$ cat src/rtl/vga_capture.sv
// rtl/vga_capture.sv - VGA sync timing measurement, lock FSM and visible-pixel capture
module vga_capture #(
   parameter int H_TOTAL     = 800,
   parameter int V_TOTAL     = 525,
   parameter int H_START     = 144,
   parameter int V_START     = 35,
   parameter int H_VISIBLE   = 640,
   parameter int V_VISIBLE   = 480,
   parameter int LOCK_FRAMES = 2
) (
   input  logic        clk,
   input  logic        rst,
   input  logic        h_sync,
   input  logic        v_sync,
   input  logic [4:0]  red,
   input  logic [5:0]  green,
   input  logic [4:0]  blue,
   output logic [9:0]  pix_x,
   output logic [9:0]  pix_y,
   output logic [15:0] pix_data,
   output logic        pix_valid,
   output logic        frame_start,
   output logic        locked,
   output logic [9:0]  h_meas,
   output logic [9:0]  v_meas,
   output logic        sync_err
);

   // Index counters saturate here; reaching it is itself a timing violation.
   localparam logic [9:0]  IDX_MAX   = 10'd1023;
   localparam logic [9:0]  H_TOTAL_L = 10'(H_TOTAL);
   localparam logic [9:0]  V_TOTAL_L = 10'(V_TOTAL);
   localparam logic [9:0]  H_START_L = 10'(H_START);
   localparam logic [9:0]  V_START_L = 10'(V_START);
   // Window bounds carry an extra bit so START+VISIBLE = 1024 still compares correctly.
   localparam logic [10:0] H_FIRST   = 11'(H_START);
   localparam logic [10:0] H_LAST    = 11'(H_START + H_VISIBLE);
   localparam logic [10:0] V_FIRST   = 11'(V_START);
   localparam logic [10:0] V_LAST    = 11'(V_START + V_VISIBLE);
   localparam int          CW        = (LOCK_FRAMES < 2) ? 1 : $clog2(LOCK_FRAMES + 1);

   typedef enum logic [1:0] {
      SEARCH = 2'd0,
      CHECK  = 2'd1,
      LOCKED = 2'd2
   } state_t;

   // Input capture stage; the *_d copies exist only for edge detection.
   logic          hs_r;
   logic          hs_d;
   logic          vs_r;
   logic          vs_d;
   logic [15:0]   rgb_r;

   // Running position of the previous sample.
   logic [9:0]    h_cnt;
   logic [9:0]    v_idx;
   logic          v_pend;
   logic          h_seen;
   logic          v_seen;

   // Lock FSM.
   state_t        state;
   state_t        state_nxt;
   logic [CW-1:0] good_cnt;
   logic [CW-1:0] good_cnt_nxt;
   logic [CW-1:0] good_inc;
   logic          err_nxt;

   // Position and checks for the sample currently held in the capture stage.
   logic          h_lead;
   logic          v_lead;
   logic          line_zero;
   logic [9:0]    h_len;
   logic [9:0]    v_len;
   logic [9:0]    h_idx_cur;
   logic [9:0]    v_idx_cur;
   logic          h_bad;
   logic          v_bad;
   logic          h_sat;
   logic          v_sat;
   logic          violation;
   logic          h_vis;
   logic          v_vis;
   logic          pix_go;
   logic [9:0]    x_nxt;
   logic [9:0]    y_nxt;

   // Register every input once; nothing downstream sees the raw pins.
   always_ff @(posedge clk or posedge rst) begin
      if (rst) begin
         hs_r  <= 1'b0;
         hs_d  <= 1'b0;
         vs_r  <= 1'b0;
         vs_d  <= 1'b0;
         rgb_r <= 16'd0;
      end else begin
         hs_r  <= h_sync;
         hs_d  <= hs_r;
         vs_r  <= v_sync;
         vs_d  <= vs_r;
         rgb_r <= {red, green, blue};
      end
   end

   // Leading (falling) edges of the active-low syncs, seen on the captured sample.
   assign h_lead    = hs_d & ~hs_r;
   assign v_lead    = vs_d & ~vs_r;
   // A vertical edge arms line 0; it takes effect on the same or next horizontal edge.
   assign line_zero = v_lead | v_pend;

   // Current sample position; lengths double as the saturating "next index".
   always_comb begin
      h_len     = (h_cnt == IDX_MAX) ? IDX_MAX : h_cnt + 10'd1;
      v_len     = (v_idx == IDX_MAX) ? IDX_MAX : v_idx + 10'd1;
      h_idx_cur = h_lead ? 10'd0 : h_len;
      v_idx_cur = v_idx;
      if (h_lead) begin
         v_idx_cur = line_zero ? 10'd0 : v_len;
      end
   end

   // Timing violations: wrong measured lengths, or an index hitting its ceiling.
   always_comb begin
      h_bad     = h_lead & h_seen & (h_len != H_TOTAL_L);
      v_bad     = v_lead & v_seen & (v_len != V_TOTAL_L);
      h_sat     = ~h_lead & (h_cnt == IDX_MAX - 10'd1);
      v_sat     = h_lead & ~line_zero & (v_idx == IDX_MAX - 10'd1);
      violation = h_bad | v_bad | h_sat | v_sat;
   end

   // Position counters and the pending-line-0 flag.
   always_ff @(posedge clk or posedge rst) begin
      if (rst) begin
         h_cnt  <= 10'd0;
         v_idx  <= 10'd0;
         v_pend <= 1'b0;
      end else begin
         h_cnt <= h_idx_cur;
         v_idx <= v_idx_cur;
         if (h_lead) begin
            v_pend <= 1'b0;
         end else if (v_lead) begin
            v_pend <= 1'b1;
         end
      end
   end

   // Measurements load on sync edges, skipping the first edge after reset.
   always_ff @(posedge clk or posedge rst) begin
      if (rst) begin
         h_meas <= 10'd0;
         v_meas <= 10'd0;
         h_seen <= 1'b0;
         v_seen <= 1'b0;
      end else begin
         if (h_lead) begin
            h_seen <= 1'b1;
            if (h_seen) begin
               h_meas <= h_len;
            end
         end
         if (v_lead) begin
            v_seen <= 1'b1;
            if (v_seen) begin
               v_meas <= v_len;
            end
         end
      end
   end

   // Lock FSM state and good-frame counter registers.
   always_ff @(posedge clk or posedge rst) begin
      if (rst) begin
         state    <= SEARCH;
         good_cnt <= '0;
         sync_err <= 1'b0;
      end else begin
         state    <= state_nxt;
         good_cnt <= good_cnt_nxt;
         sync_err <= err_nxt;
      end
   end

   assign good_inc = good_cnt + CW'(1);

   // Lock FSM next state; a violation always wins over a frame boundary.
   always_comb begin
      state_nxt    = state;
      good_cnt_nxt = good_cnt;
      err_nxt      = 1'b0;
      case (state)
         SEARCH: begin
            if (v_lead) begin
               state_nxt    = CHECK;
               good_cnt_nxt = '0;
            end
         end
         CHECK: begin
            if (violation) begin
               state_nxt = SEARCH;
               err_nxt   = 1'b1;
            end else if (v_lead) begin
               good_cnt_nxt = good_inc;
               if (good_inc == CW'(LOCK_FRAMES)) begin
                  state_nxt = LOCKED;
               end
            end
         end
         LOCKED: begin
            if (violation) begin
               state_nxt = SEARCH;
               err_nxt   = 1'b1;
            end
         end
         default: begin
            state_nxt    = SEARCH;
            good_cnt_nxt = '0;
         end
      endcase
   end

   assign locked = (state == LOCKED);

   // Visible-window decode for the captured sample.
   always_comb begin
      h_vis  = ({1'b0, h_idx_cur} >= H_FIRST) && ({1'b0, h_idx_cur} < H_LAST);
      v_vis  = ({1'b0, v_idx_cur} >= V_FIRST) && ({1'b0, v_idx_cur} < V_LAST);
      x_nxt  = h_idx_cur - H_START_L;
      y_nxt  = v_idx_cur - V_START_L;
      pix_go = h_vis & v_vis & (state == LOCKED) & ~violation;
   end

   // Pixel output stage; coordinates and data hold while no pixel is presented.
   always_ff @(posedge clk or posedge rst) begin
      if (rst) begin
         pix_x       <= 10'd0;
         pix_y       <= 10'd0;
         pix_data    <= 16'd0;
         pix_valid   <= 1'b0;
         frame_start <= 1'b0;
      end else begin
         pix_valid   <= pix_go;
         frame_start <= pix_go & (x_nxt == 10'd0) & (y_nxt == 10'd0);
         if (pix_go) begin
            pix_x    <= x_nxt;
            pix_y    <= y_nxt;
            pix_data <= rgb_r;
         end
      end
   end

endmodule

$ cat config.mk
export PLATFORM = sky130hd
export DESIGN_NAME = vga_capture
export DESIGN_NICKNAME = d
export VERILOG_FILES = /design/src/rtl/vga_capture.sv
export SDC_FILE = /design/constraint.sdc
export NUM_CORES = 1
export LEC_CHECK = 0
export ABC_AREA = 1
export CORE_ASPECT_RATIO = 2
export CORE_MARGIN = 4
export CORE_UTILIZATION = 54
export CTS_CLUSTER_DIAMETER = 50
export DETAILED_ROUTE_END_ITERATION = 6
export GPL_ROUTABILITY_DRIVEN = 0
export PLACE_DENSITY = 0.8
export SYNTH_ARGS = -nofsm -noshare
export SYNTH_HDL_FRONTEND = slang
export SYNTH_SLANG_ARGS = --single-unit
export TNS_END_PERCENT = 5
$ cat constraint.sdc
create_clock -name clk -period 4.3 [get_ports clk]
set_input_delay 0.86 -clock clk [delete_from_list [all_inputs] [get_ports clk]]
set_output_delay 0.86 -clock clk [all_outputs]
set_load 0.01 [all_outputs]
==> results.rst <==
.. list-table::
   :header-rows: 1

   * - Metric
     - Value
   * - Peak supply drop
     - 0.2923 mV
   * - Worst setup slack after placement
     - 1.135 ns
   * - Inst Count DP
     - 837
   * - DPL Wire Length
     - 8796 um
   * - Largest family of logic cells by synthesized area
     - simple AND/OR/NAND/NOR gates
   * - Result of the run
     - finished clean
   * - Most frequent cell on the critical path
     - sky130_fd_sc_hd__nand2_1
   * - Cell Count, Final, Fillers Out
     - 851
   * - Aggregate global-route resource usage
     - 0.2157
   * - Setup repair after global routing missed its margin
     - no
   * - Net switching power
     - 0.0006714 W
   * - Number of hold-repair buffers added at the cts stage
     - 0
   * - Critical Setup Path Class
     - reg -> reg
   * - Wire length of the first global-routing pass
     - 19,910 um
   * - Post-synthesis share of cell area spent on xor and xnor gates
     - 0.004970
   * - Hold WC Path Type
     - reg -> reg
   * - Share of synthesized registers carrying an async set or reset
     - 1.000
   * - Syn_nets
     - 668
   * - Remaining antenna violation count after routing
     - 0
   * - Clock tree from TritonCTS
     - done
   * - Clock Root Buffer
     - sky130_fd_sc_hd__clkbuf_16
   * - Setup_tns
     - 0 ns
   * - Die boundary height
     - 147.9 um
   * - Min Tclk post-route
     - 3.168 ns
   * - Register share of total power
     - 0.471
   * - Post-synthesis share of cell area spent on and, or, nand and nor gates
     - 0.3654
   * - Worst slack on hold paths
     - 0.3800 ns
   * - Data arrival time of the critical path
     - 3.45 ns
   * - Leakage power figure
     - 3.319 nW
   * - Number of remaining DRC errors
     - 0
   * - Most common cell after layout, fill and taps aside
     - sky130_fd_sc_hd__nand2_1
   * - Required time of the worst setup path
     - 4.58 ns
   * - Count of flip-flops with a built-in enable after synthesis
     - 0
   * - Horizontal die dimension
     - 77.96 um
   * - Largest stage delay on the critical path
     - 0.48 ns
   * - Max Fanout on Critical Path
     - 33
   * - Wire length after detailed routing
     - 11,800 um
   * - Fraction of the mapped netlist area in adder cells
     - 0.02840
   * - H-tree Lvls
     - 3
   * - Register bit total from synthesis
     - 106
   * - Worst path buffer plus inverter count
     - 2
   * - Pin slew with the least headroom to its limit
     - 0.8880 ns
   * - Int Pwr
     - 0.001701 W
   * - Top FF cell, synth
     - sky130_fd_sc_hd__dfrtp_1
   * - Clock Latency Late Sink
     - 0.34 ns
   * - Vias
     - 4,327
   * - Final worst path period share
     - 0.7367
   * - Initial core utilization
     - 0.5596
   * - Avg Vias per Cell
     - 5.085
   * - Yosys warnings
     - 0
   * - Post-cts sizing count
     - 0
   * - Tightest slew margin relative to the limit
     - 0.4080
   * - Cell Area, Synth
     - 0.005286 mm^2
   * - Number of maximum-capacitance violations
     - 0
   * - Element type at the critical path start
     - register
   * - GR Overflow Total
     - 0
   * - CTS Buf Count
     - 9
   * - Power density of the placed cells
     - 367.9 mW/mm^2
   * - Reg clk slew, reported paths
     - 0.07 ns
   * - Number of buffers on the longest clock path
     - 2
   * - Share of synthesized area spent on multiplexers
     - 0
   * - Layout Utilization
     - 0.6826
   * - Cell class contributing the biggest share of worst-path delay
     - simple AND/OR/NAND/NOR gates
   * - I/O Buffers
     - 79
   * - Worst setup skew after layout
     - 0.005412 ns
   * - Crit-path slowest cell
     - sky130_fd_sc_hd__nor2_8
   * - Compound-cell area share of the yosys netlist
     - 0.03337
   * - Post-CTS setup buffer count
     - 0
   * - Final net count
     - 750
   * - Part of the power in the clock network
     - 0.343
   * - Starting DRT DRC Count
     - 210
   * - Cell count after synthesis
     - 636
   * - Number of distinct standard cells referenced by the synthesized netlist
     - 35
   * - I/O pin cnt
     - 80
   * - Final setup fails
     - 0
   * - Cell Chain, Critical Path
     - ha_1 -> inv_1 -> nor2_4 -> nand3_4 -> nand2_1 -> nand2_1 -> nand2_1 -> ha_1 -> inv_1 -> nand3_2 -> nor2_4 -> nand2_4 -> nand2_4 -> nand2_1 -> nand2_1 -> nand2_1 -> nand2_2 -> nor2_8 -> nand2_1 -> nand2_1
   * - Pin count of the biggest net entering global routing
     - 76
   * - Antenna diode instance count
     - 0
   * - Crit end category
     - register
   * - Commonest non-fill, non-tap cells in the layout
     - sky130_fd_sc_hd__nand2_1, sky130_fd_sc_hd__dfrtp_1, sky130_fd_sc_hd__clkdlybuf4s50_1
   * - Proportion of layout cells with a drive suffix above 1
     - 0.1498
   * - Number of pins exceeding their max-slew limit in the final report
     - 0
   * - Die Footprint
     - 0.01153 mm^2
   * - Via count of the first global-routing pass
     - 4,391
   * - Pre-antenna DRT Iters
     - 4
   * - Sequential fraction of the synthesis area
     - 0.5018
   * - Std-Cell Rows
     - 50
   * - Fraction of power consumed by combinational cells
     - 0.187
   * - Routed wirelength normalized by instance count
     - 13.87 um
   * - Switching share of power
     - 0.2830
   * - Area grow syn2layout
     - 21.99%
   * - Average instance area after synthesis
     - 8.312 um^2
   * - Number of hold-slack violations in the final timing report
     - 0
   * - Number of sinks on the clock net
     - 106
   * - Number of antenna violations at the first check in global routing
     - 0
   * - Area of the placeable core
     - 0.009447 mm^2
   * - Fmax
     - 315.7 MHz
   * - Worst-case setup margin in the final layout
     - 1.132 ns
[power by group through the flow]
stage	Sequential, W	Clock [W]	Combinational, W
final	0.00112	0.000813	0.000443
after global routing	0.00112	0.000872	0.000491
after CTS	0.00112	0.000826	0.000441
after detailed placement	0.00113	0	0.000431
after global placement	0.00113	0	0.000408
after floorplan	0.00114	0	0.000262
[kinds of logic after synthesis]
group,Yosys count
XOR/XNOR,3
flip-flops,106
buffers and inverters,75
AO/OA/AOI/OAI,30
adder cells (fa/ha/maj),12
AND/OR/NAND/NOR,410
[through the flow]
stage / total power [W] / area, um^2
after floorplan: 0.001398 / 5286
after global placement: 0.001538 / 6156
after detailed placement: 0.001565 / 6156
after CTS: 0.002384 / 6449
after global routing: 0.002487 / 6449
final: 0.002373 / 6449
[final timing paths]
| check | slack (ns) | start | to | cells past startpoint |
|---|---|---|---|---|
| max | 1.13 | v_idx[0]$_DFF_PP0_ | pix_x[5]$_DFFE_PP0P_ | 20 |
| min | 0.38 | vs_r$_DFF_PP0_ | vs_d$_DFF_PP0_ | 0 |
| max reg2reg | 1.13 | v_idx[0]$_DFF_PP0_ | pix_x[5]$_DFFE_PP0P_ | 20 |
| min reg2reg | 0.38 | vs_r$_DFF_PP0_ | vs_d$_DFF_PP0_ | 0 |
| max in group asynchronous | 2.44 | rst | h_cnt[3]$_DFF_PP0_ | 3 |
| min in group asynchronous | 1.07 | rst | frame_start$_DFF_PP0_ | 2 |
[final cells by class]
cell class              instances  area, um^2
repair buffers                 82       813.3
multi-input cells             455        2285
well taps                     130       162.7
inverters                      64       242.7
clock inverters                 4       53.80
clock buffers                  10       239.0
flip-flops and latches        106        2653
fillers                       800        2998
[synthesized netlist by cell type (2+ instances only)]
cell type                    n  share of area
sky130_fd_sc_hd__a21oi_1     8         0.0076
sky130_fd_sc_hd__a21oi_2     3         0.0050
sky130_fd_sc_hd__buf_2       2         0.0019
sky130_fd_sc_hd__buf_6       2         0.0043
sky130_fd_sc_hd__buf_8       3         0.0085
sky130_fd_sc_hd__clkbuf_1    3         0.0021
sky130_fd_sc_hd__dfrtp_1   106           0.50
sky130_fd_sc_hd__ha_1       12          0.028
sky130_fd_sc_hd__inv_1      55          0.039
sky130_fd_sc_hd__inv_2       8         0.0057
sky130_fd_sc_hd__nand2_1   242           0.17
sky130_fd_sc_hd__nand2_2    48          0.057
sky130_fd_sc_hd__nand2_4     5          0.011
sky130_fd_sc_hd__nand3_1    31          0.029
sky130_fd_sc_hd__nand3_2     7          0.013
sky130_fd_sc_hd__nand3_4     2         0.0066
sky130_fd_sc_hd__nand3b_1    7         0.0099
sky130_fd_sc_hd__nand4_1     8         0.0095
sky130_fd_sc_hd__nor2_1     40          0.028
sky130_fd_sc_hd__nor2_2      8         0.0095
sky130_fd_sc_hd__nor2_4      4         0.0085
sky130_fd_sc_hd__nor3_1      4         0.0038
sky130_fd_sc_hd__o21ai_0    11          0.010
sky130_fd_sc_hd__o21ai_1     3         0.0028
sky130_fd_sc_hd__o21ai_2     2         0.0033
sky130_fd_sc_hd__or2_2       2         0.0024
sky130_fd_sc_hd__xnor2_1     2         0.0033
[sequential cells by signal, summed over array words and instances (netlist names)]
register / count
pix_data: 16
rgb_r: 16
h_cnt: 10
h_meas: 10
pix_x: 10
pix_y: 10
v_idx: 10
v_meas: 10
good_cnt: 2
state: 2
frame_start: 1
h_seen: 1
hs_d: 1
hs_r: 1
pix_valid: 1
sync_err: 1
v_pend: 1
v_seen: 1
vs_d: 1
vs_r: 1
[routing by layer]
layer,share of wire,up-vias,wire (um),GRT usage
met1,0.38,2062,4530,0.2367
li1,-,2119,-,-
met5,0,-,0,0
met2,0.52,107,6196,0.3793
met3,0.043,39,507,0.04329
met4,0.048,0,567,0.1261
[worst register-to-register path, delay by kind of cell, from the launching register on]
family | cells | cell delay (ns)
flops | 1 | 0.45
simple gates | 16 | 1.94
fa+ha+maj | 2 | 0.54
buf+inv | 2 | 0.17
Note: power is estimated with default switching activity, not from simulation.
